$ cat config.mk
export PLATFORM = sky130hd
export DESIGN_NAME = frame_buffer_reader_flat
export DESIGN_NICKNAME = d
export VERILOG_FILES = /design/src/rtl/frame_buffer_reader_pkg.sv /design/src/rtl/frame_buffer_reader_if.sv /design/src/rtl/frame_buffer_reader_sync_delay_line.sv /design/src/rtl/frame_buffer_reader.sv /design/src/flat_wrapper.sv
export SDC_FILE = /design/constraint.sdc
export NUM_CORES = 1
export LEC_CHECK = 0
export CORE_MARGIN = 4
export CORE_UTILIZATION = 39
export DETAILED_ROUTE_END_ITERATION = 8
export PLACE_DENSITY = 0.72
export SKIP_CTS_REPAIR_TIMING = 1
export SLEW_MARGIN = 20
export SYNTH_ARGS = -nofsm -noshare
export SYNTH_HDL_FRONTEND = slang
export SYNTH_SLANG_ARGS = --single-unit
$ cat constraint.sdc
create_clock -name clk -period 0.97 [get_ports clk]
set_input_delay 0.097 -clock clk [delete_from_list [all_inputs] [get_ports clk]]
set_output_delay 0.097 -clock clk [all_outputs]
set_load 0.02 [all_outputs]
$ cat src/rtl/frame_buffer_reader_pkg.sv
// Shared frame-buffer geometry, pixel format and the luma helper used by the
// frame buffer read path.
package frame_buf_pkg;

  localparam int H_PIXELS   = 160;
  localparam int V_PIXELS   = 120;
  localparam int FRAME_SIZE = H_PIXELS * V_PIXELS;
  localparam int ADDR_W     = $clog2(FRAME_SIZE);

  typedef struct packed {
    logic [4:0] r;
    logic [5:0] g;
    logic [4:0] b;
  } rgb565_t;

  // Returns Y8[7:4], where Y8 = (R8*77 + G8*150 + B8*29) >> 8 on channels widened to 8 bits.
  function automatic logic [3:0] gray_y4(input rgb565_t p);
    logic [15:0] acc;
    acc = 16'({p.r, 3'b000}) * 16'd77
        + 16'({p.g, 2'b00}) * 16'd150
        + 16'({p.b, 3'b000}) * 16'd29;
    return 4'(acc >> 12);
  endfunction

endpackage

$ cat src/rtl/frame_buffer_reader_if.sv
// Frame buffer read port: address and bank select out, RGB565 data back.
interface frame_buffer_reader_if #(
  parameter int ADDR_W = frame_buf_pkg::ADDR_W
);
  logic [ADDR_W-1:0] rAddr;
  logic              rd_buf;
  logic [15:0]       rData;

  modport master (output rAddr, output rd_buf, input rData);
  modport slave  (input rAddr, input rd_buf, output rData);
endinterface

$ cat src/rtl/frame_buffer_reader_sync_delay_line.sv
// Fixed-depth shift register that keeps display control bits aligned with
// the pixel data coming back from the frame buffer.
module sync_delay_line #(
  parameter int               WIDTH     = 4,
  parameter int               DEPTH     = 3,
  parameter logic [WIDTH-1:0] RESET_VAL = '0
) (
  input  logic             clk,
  input  logic             reset,
  input  logic [WIDTH-1:0] din,
  output logic [WIDTH-1:0] dout
);

  logic [WIDTH-1:0] stage [DEPTH];

  always_ff @(posedge clk or posedge reset) begin
    if (reset) begin
      for (int i = 0; i < DEPTH; i++) stage[i] <= RESET_VAL;
    end else begin
      stage[0] <= din;
      for (int i = 1; i < DEPTH; i++) stage[i] <= stage[i-1];
    end
  end

  assign dout = stage[DEPTH-1];

endmodule

$ cat src/rtl/frame_buffer_reader.sv
// Upscaling frame buffer reader: display coordinates -> buffer address -> RGB444.
// Define GRAYSCALE_EN to add the gray_en input and one extra luma pipeline stage.
module frame_buffer_reader #(
  parameter int H_PIXELS   = frame_buf_pkg::H_PIXELS,
  parameter int V_PIXELS   = frame_buf_pkg::V_PIXELS,
  parameter int SCALE      = 4,
  parameter int RD_LATENCY = 1
) (
  input  logic       clk,
  input  logic       reset,
  input  logic [9:0] x_pixel,
  input  logic [9:0] y_pixel,
  input  logic       de_in,
  input  logic       h_sync_in,
  input  logic       v_sync_in,
  input  logic       wr_buf_sel,
`ifdef GRAYSCALE_EN
  input  logic       gray_en,
`endif
  frame_buffer_reader_if.master mem,
  output logic [3:0] red,
  output logic [3:0] green,
  output logic [3:0] blue,
  output logic       de_out,
  output logic       h_sync_out,
  output logic       v_sync_out
);
  import frame_buf_pkg::*;

  localparam int AW    = $clog2(H_PIXELS * V_PIXELS);
  localparam int SHIFT = $clog2(SCALE);
`ifdef GRAYSCALE_EN
  localparam int L = 3 + RD_LATENCY;
`else
  localparam int L = 2 + RD_LATENCY;
`endif
  localparam logic [10:0] X_LIM    = 11'(H_PIXELS * SCALE);
  localparam logic [10:0] Y_LIM    = 11'(V_PIXELS * SCALE);
  localparam logic [3:0]  SYNC_RST = 4'b0011;

  logic          in_img, in_img_d, frame_start;
  logic [AW-1:0] addr_next;
  logic [3:0]    r_q, g_q, b_q;

  assign in_img      = de_in && ({1'b0, x_pixel} < X_LIM) && ({1'b0, y_pixel} < Y_LIM);
  assign frame_start = de_in && (x_pixel == 10'd0) && (y_pixel == 10'd0);
  assign addr_next   = AW'(y_pixel >> SHIFT) * AW'(H_PIXELS) + AW'(x_pixel >> SHIFT);

  // Bank is latched from the live wr_buf_sel so a swap on the frame-start cycle is honoured.
  always_ff @(posedge clk or posedge reset) begin
    if (reset) begin
      mem.rAddr  <= '0;
      mem.rd_buf <= 1'b0;
    end else begin
      if (in_img)      mem.rAddr  <= addr_next;
      if (frame_start) mem.rd_buf <= ~wr_buf_sel;
    end
  end

`ifdef GRAYSCALE_EN
  rgb565_t pix_q;

  always_ff @(posedge clk or posedge reset) begin
    if (reset) begin
      pix_q <= '0;
      r_q   <= '0;
      g_q   <= '0;
      b_q   <= '0;
    end else begin
      pix_q <= mem.rData;
      if (gray_en) begin
        r_q <= gray_y4(pix_q);
        g_q <= gray_y4(pix_q);
        b_q <= gray_y4(pix_q);
      end else begin
        r_q <= pix_q.r[4:1];
        g_q <= pix_q.g[5:2];
        b_q <= pix_q.b[4:1];
      end
    end
  end
`else
  logic unused_rdata_bits;
  assign unused_rdata_bits = ^{mem.rData[11], mem.rData[6:5], mem.rData[0]};

  always_ff @(posedge clk or posedge reset) begin
    if (reset) begin
      r_q <= '0;
      g_q <= '0;
      b_q <= '0;
    end else begin
      r_q <= mem.rData[15:12];
      g_q <= mem.rData[10:7];
      b_q <= mem.rData[4:1];
    end
  end
`endif

  sync_delay_line #(
    .WIDTH     (4),
    .DEPTH     (L),
    .RESET_VAL (SYNC_RST)
  ) u_sync_delay (
    .clk   (clk),
    .reset (reset),
    .din   ({in_img, de_in, h_sync_in, v_sync_in}),
    .dout  ({in_img_d, de_out, h_sync_out, v_sync_out})
  );

  // Pixels outside the image (or in blanking) leave the colour registers running but show black.
  assign red   = in_img_d ? r_q : 4'h0;
  assign green = in_img_d ? g_q : 4'h0;
  assign blue  = in_img_d ? b_q : 4'h0;

endmodule
$ cat src/flat_wrapper.sv
// flat-port wrapper written by rule: the top's interface ports become plain ports
module frame_buffer_reader_flat import frame_buf_pkg::*;
#(
  parameter int H_PIXELS   = frame_buf_pkg::H_PIXELS,
  parameter int V_PIXELS   = frame_buf_pkg::V_PIXELS,
  parameter int SCALE      = 4,
  parameter int RD_LATENCY = 1
)
  (clk, reset, x_pixel, y_pixel, de_in, h_sync_in, v_sync_in, wr_buf_sel, red, green, blue, de_out, h_sync_out, v_sync_out, mem_rAddr, mem_rd_buf, mem_rData);
  frame_buffer_reader_if mem_i ();
  input  logic clk;
  input  logic reset;
  input  logic [9:0] x_pixel;
  input  logic [9:0] y_pixel;
  input  logic de_in;
  input  logic h_sync_in;
  input  logic v_sync_in;
  input  logic wr_buf_sel;
  output logic [3:0] red;
  output logic [3:0] green;
  output logic [3:0] blue;
  output logic de_out;
  output logic h_sync_out;
  output logic v_sync_out;
  output wire logic [$bits(mem_i.rAddr)-1:0] mem_rAddr;
  output wire logic [$bits(mem_i.rd_buf)-1:0] mem_rd_buf;
  input wire logic [$bits(mem_i.rData)-1:0] mem_rData;
  assign mem_rAddr = mem_i.rAddr;
  assign mem_rd_buf = mem_i.rd_buf;
  assign mem_i.rData = mem_rData;
  frame_buffer_reader #(.H_PIXELS(H_PIXELS), .V_PIXELS(V_PIXELS), .SCALE(SCALE), .RD_LATENCY(RD_LATENCY)) u_core (.clk(clk), .reset(reset), .x_pixel(x_pixel), .y_pixel(y_pixel), .de_in(de_in), .h_sync_in(h_sync_in), .v_sync_in(v_sync_in), .wr_buf_sel(wr_buf_sel), .mem(mem_i), .red(red), .green(green), .blue(blue), .de_out(de_out), .h_sync_out(h_sync_out), .v_sync_out(v_sync_out));
endmodule
==> out/qor.yml <==
regToRegSetupSlack_ns: 0.07
post_synth_fa_ha_maj_area_fraction_pct: 11.89
post_route_cells_drive_above_1_share_pct: 56.72
synth_enable_flop_cells: 0
setup_total_negative_slack_ns: -8.508
drc: 0
max_freq_mhz: 443.9
top_level_port_count: 73
finalSetupViolCount: 23
synth_seq_cells: 40
cp_slowest_cell: "sky130_fd_sc_hd__or4b_4"
grt.overflow.total: 0
endpoint_required_time_on_the_critical_path_ns: 1.18
detail_route.iter0.violations: 61
antennaDiodeCount: 0
filler_cells: 306
period_minus_slack_ns: 2.253
synthMostInstantiatedCell: "sky130_fd_sc_hd__dfrtp_1"
yosys_warnings: 0
clk_root_buffer_cell: "sky130_fd_sc_hd__clkbuf_8"
post_synth_main_area_contributors: "sky130_fd_sc_hd__dfrtp_1, sky130_fd_sc_hd__ha_1, sky130_fd_sc_hd__dfstp_2"
cts.sinks: 40
postRouteAntennaNets: 0
row_count: 25
cts-htree-levels: 2
drv_cap: 0
synth_sequential_area_ratio_pct: 52.65
cts_buffers: 5
cts.reportedPaths.clkPinSlew_ns: 0.07
antenna_found_initial: 0
post-route-util_pct: 75.97
power_per_cell_area_nw_per_um2: 1480
synthesis.instances: 173
yosys.cell_types.count: 40
endpoint_kind: "register"
global_placer_s_final_weighted_congestion: 0.7715
routed_wire_length_per_instance_um: 15.06
clock-skew-final_ns: 0.001961
dieArea_um2: 6097
max_stage_delay_ns: 0.56
floorplan.core_area_um2: 4755
yosys.area_share.simple_pct: 19.01
cpMostUsedCell: "sky130_fd_sc_hd__ha_4"
area_leader_netlist: "sky130_fd_sc_hd__dfrtp_1"
grt_first_pass_wirelength_mm: 7.941
post_synth_xor_area_fraction_pct: 2.743
regToRegStartpoint: "u_core.mem.rAddr[12]"
holdCritPathClass: "input port to async pin"
drt-vias-per-instance: 4.906
timing.critical_path.fanout_max: 4
synth.cells.most_frequent: "sky130_fd_sc_hd__dfrtp_1, sky130_fd_sc_hd__nand2_1, sky130_fd_sc_hd__ha_1"
status: "complete, but fails checks"
failing_checks: "negative setup slack"
die_h_um: 78.09
share_of_cell_area_taken_by_muxes_after_synthesis_pct: 1.176
synth_top_area_share_pct: 44.42
synth_async_sr_flop_share_pct: 100.0
synthToLayoutAreaGrowth_pct: 88.57
bufs_on_longest_clock_path: 2
drt-pass1-iter-count: 4
die-width_um: 78.09
timing.critical_path.max_delay_family: "simple AND/OR/NAND/NOR gates"
clock_insertion_delay_worst_skew_ns: 0.28
relSlewSlack_pct: 70.68
grt_setup_unrepaired: "yes"
p_total_mw: 5.346
worstRegToRegCells: 2
finalMaxSlewViolations: 0
post_layout_nonfiller_instances: 372
route.final.wire_length_mm: 5.601
floorplan.initialDensity_pct: 40.29
synth_compound_area_share_pct: 10.58
synth.avg_cell_area_um2: 11.07
synth-main-ff-cell: "sky130_fd_sc_hd__dfrtp_1"
max-vdd-ir-drop_v: 0.0007695
dpl.cell_count: 351
worst-path-buf-inv: 1
r2r-end: "u_core.mem.rAddr[12]"
layout_worst_path_cycle_share_pct: 232.2
via_count: 1825
mappedNetlistArea_um2: 1916
final_net_count: 363
largest_family_of_logic_cells_by_synthesized_area: "simple AND/OR/NAND/NOR gates"
grt_start_max_net_pins: 17
first_global_vias: 1700
tritoncts: "yes"
finalWorstSetupSlack_ns: -1.283
critical_path.startpoint_type: "input port"
place_ws_ns: -1.932
grt_usage_pct: 16.63
leakage_nw: 1.666
post-dp-hpwl_mm: 3.902
arrival_ns: 2.46
count_of_input_and_output_buffers: 68
crit_type: "input port to register"
hold_violations: 0
mappedNetlistNets: 232
crit_chain: "buf_8 > ha_4 > ha_4 > fa_2 > xor2_2 > nand2_2 > or4b_4 > or4_4 > a31oi_1"
worst_slew_pin_slew_ns: 0.4357
[flip-flops by register name (all words and copies together), names as in the netlist]
| register | count |
|---|---|
| u_core.u_sync_delay.dout | 4 |
| u_core.b_q | 4 |
| u_core.mem.rd_buf | 1 |
| u_core.g_q | 4 |
| u_core.u_sync_delay.stage | 8 |
| u_core.mem.rAddr | 15 |
| u_core.r_q | 4 |
[area by class of cell]
cell class	count	area, µm²	area share, %
multi-input combinational	123	1246	34.50
timing repair buffer	127	1132	31.35
sequential	40	1010	27.95
tap	67	83.83	2.321
clock buffer	6	72.57	2.009
clock inverter	2	35.03	0.9699
inverter	7	32.53	0.9006
[worst reg2reg max path, cell delays in order (launching register included)]
cell                      delay, ns
sky130_fd_sc_hd__dfrtp_1       0.40
sky130_fd_sc_hd__buf_4         0.14
sky130_fd_sc_hd__mux2_4        0.25
[stage by stage]
step,cell area [µm²],hold WS (ns)
floorplan,2006,0.07359
global placement,3103,0.3324
detailed placement,3103,0.3347
CTS,3211,0.09871
global route,3612,0.09965
finish,3612,0.1010
[placed cells by master, fill, tap and decap left out, types with 4 or more instances in the layout]
cell / n
sky130_fd_sc_hd__buf_8: 4
sky130_fd_sc_hd__xor2_1: 4
sky130_fd_sc_hd__ha_4: 15
sky130_fd_sc_hd__clkbuf_8: 5
sky130_fd_sc_hd__o21ai_1: 6
sky130_fd_sc_hd__dlymetal6s2s_1: 6
sky130_fd_sc_hd__dfrtp_1: 33
sky130_fd_sc_hd__nor2_1: 8
sky130_fd_sc_hd__dfstp_2: 6
sky130_fd_sc_hd__nand2_1: 23
sky130_fd_sc_hd__clkdlybuf4s50_1: 23
sky130_fd_sc_hd__clkbuf_2: 18
sky130_fd_sc_hd__inv_1: 4
sky130_fd_sc_hd__buf_6: 29
sky130_fd_sc_hd__and2_4: 13
sky130_fd_sc_hd__buf_4: 44
[how the worst max path moves through the flow]
stage / startpoint / to / slack [ns] / cells past startpoint
floorplan: y_pixel[3] / u_core.mem.rAddr[14] / -1.29 / 7
detailed placement: y_pixel[5] / u_core.mem.rAddr[14] / -1.93 / 9
global route: y_pixel[3] / u_core.mem.rAddr[14] / -1.33 / 9
global placement: y_pixel[5] / u_core.mem.rAddr[14] / -1.88 / 9
finish: y_pixel[5] / u_core.mem.rAddr[14] / -1.28 / 9
CTS: y_pixel[5] / u_core.mem.rAddr[14] / -1.63 / 8
[logic make-up (layout without fill, tap and decap cells)]
group | after synthesis | count (layout)
buf+inv | 10 | 142
mux | 2 | 2
simple gates | 69 | 69
fa+ha+maj | 17 | 17
flops | 40 | 40
xor+xnor | 6 | 6
compound gates | 29 | 29
[report_power, final]
group          internal, mW  switching, mW
Clock                 0.762          0.519
Combinational          1.10          0.961
Sequential             1.89          0.115
Total                  3.75           1.60
[layer usage]
metal	up-vias	GRT usage [%]	wire length [µm]
met5	-	0	0
met4	0	5.420	123
met3	12	4.243	280
met2	73	28.42	2938
met1	869	20.54	2259
li1	871	-	-
(Power assumes the default switching activity.)
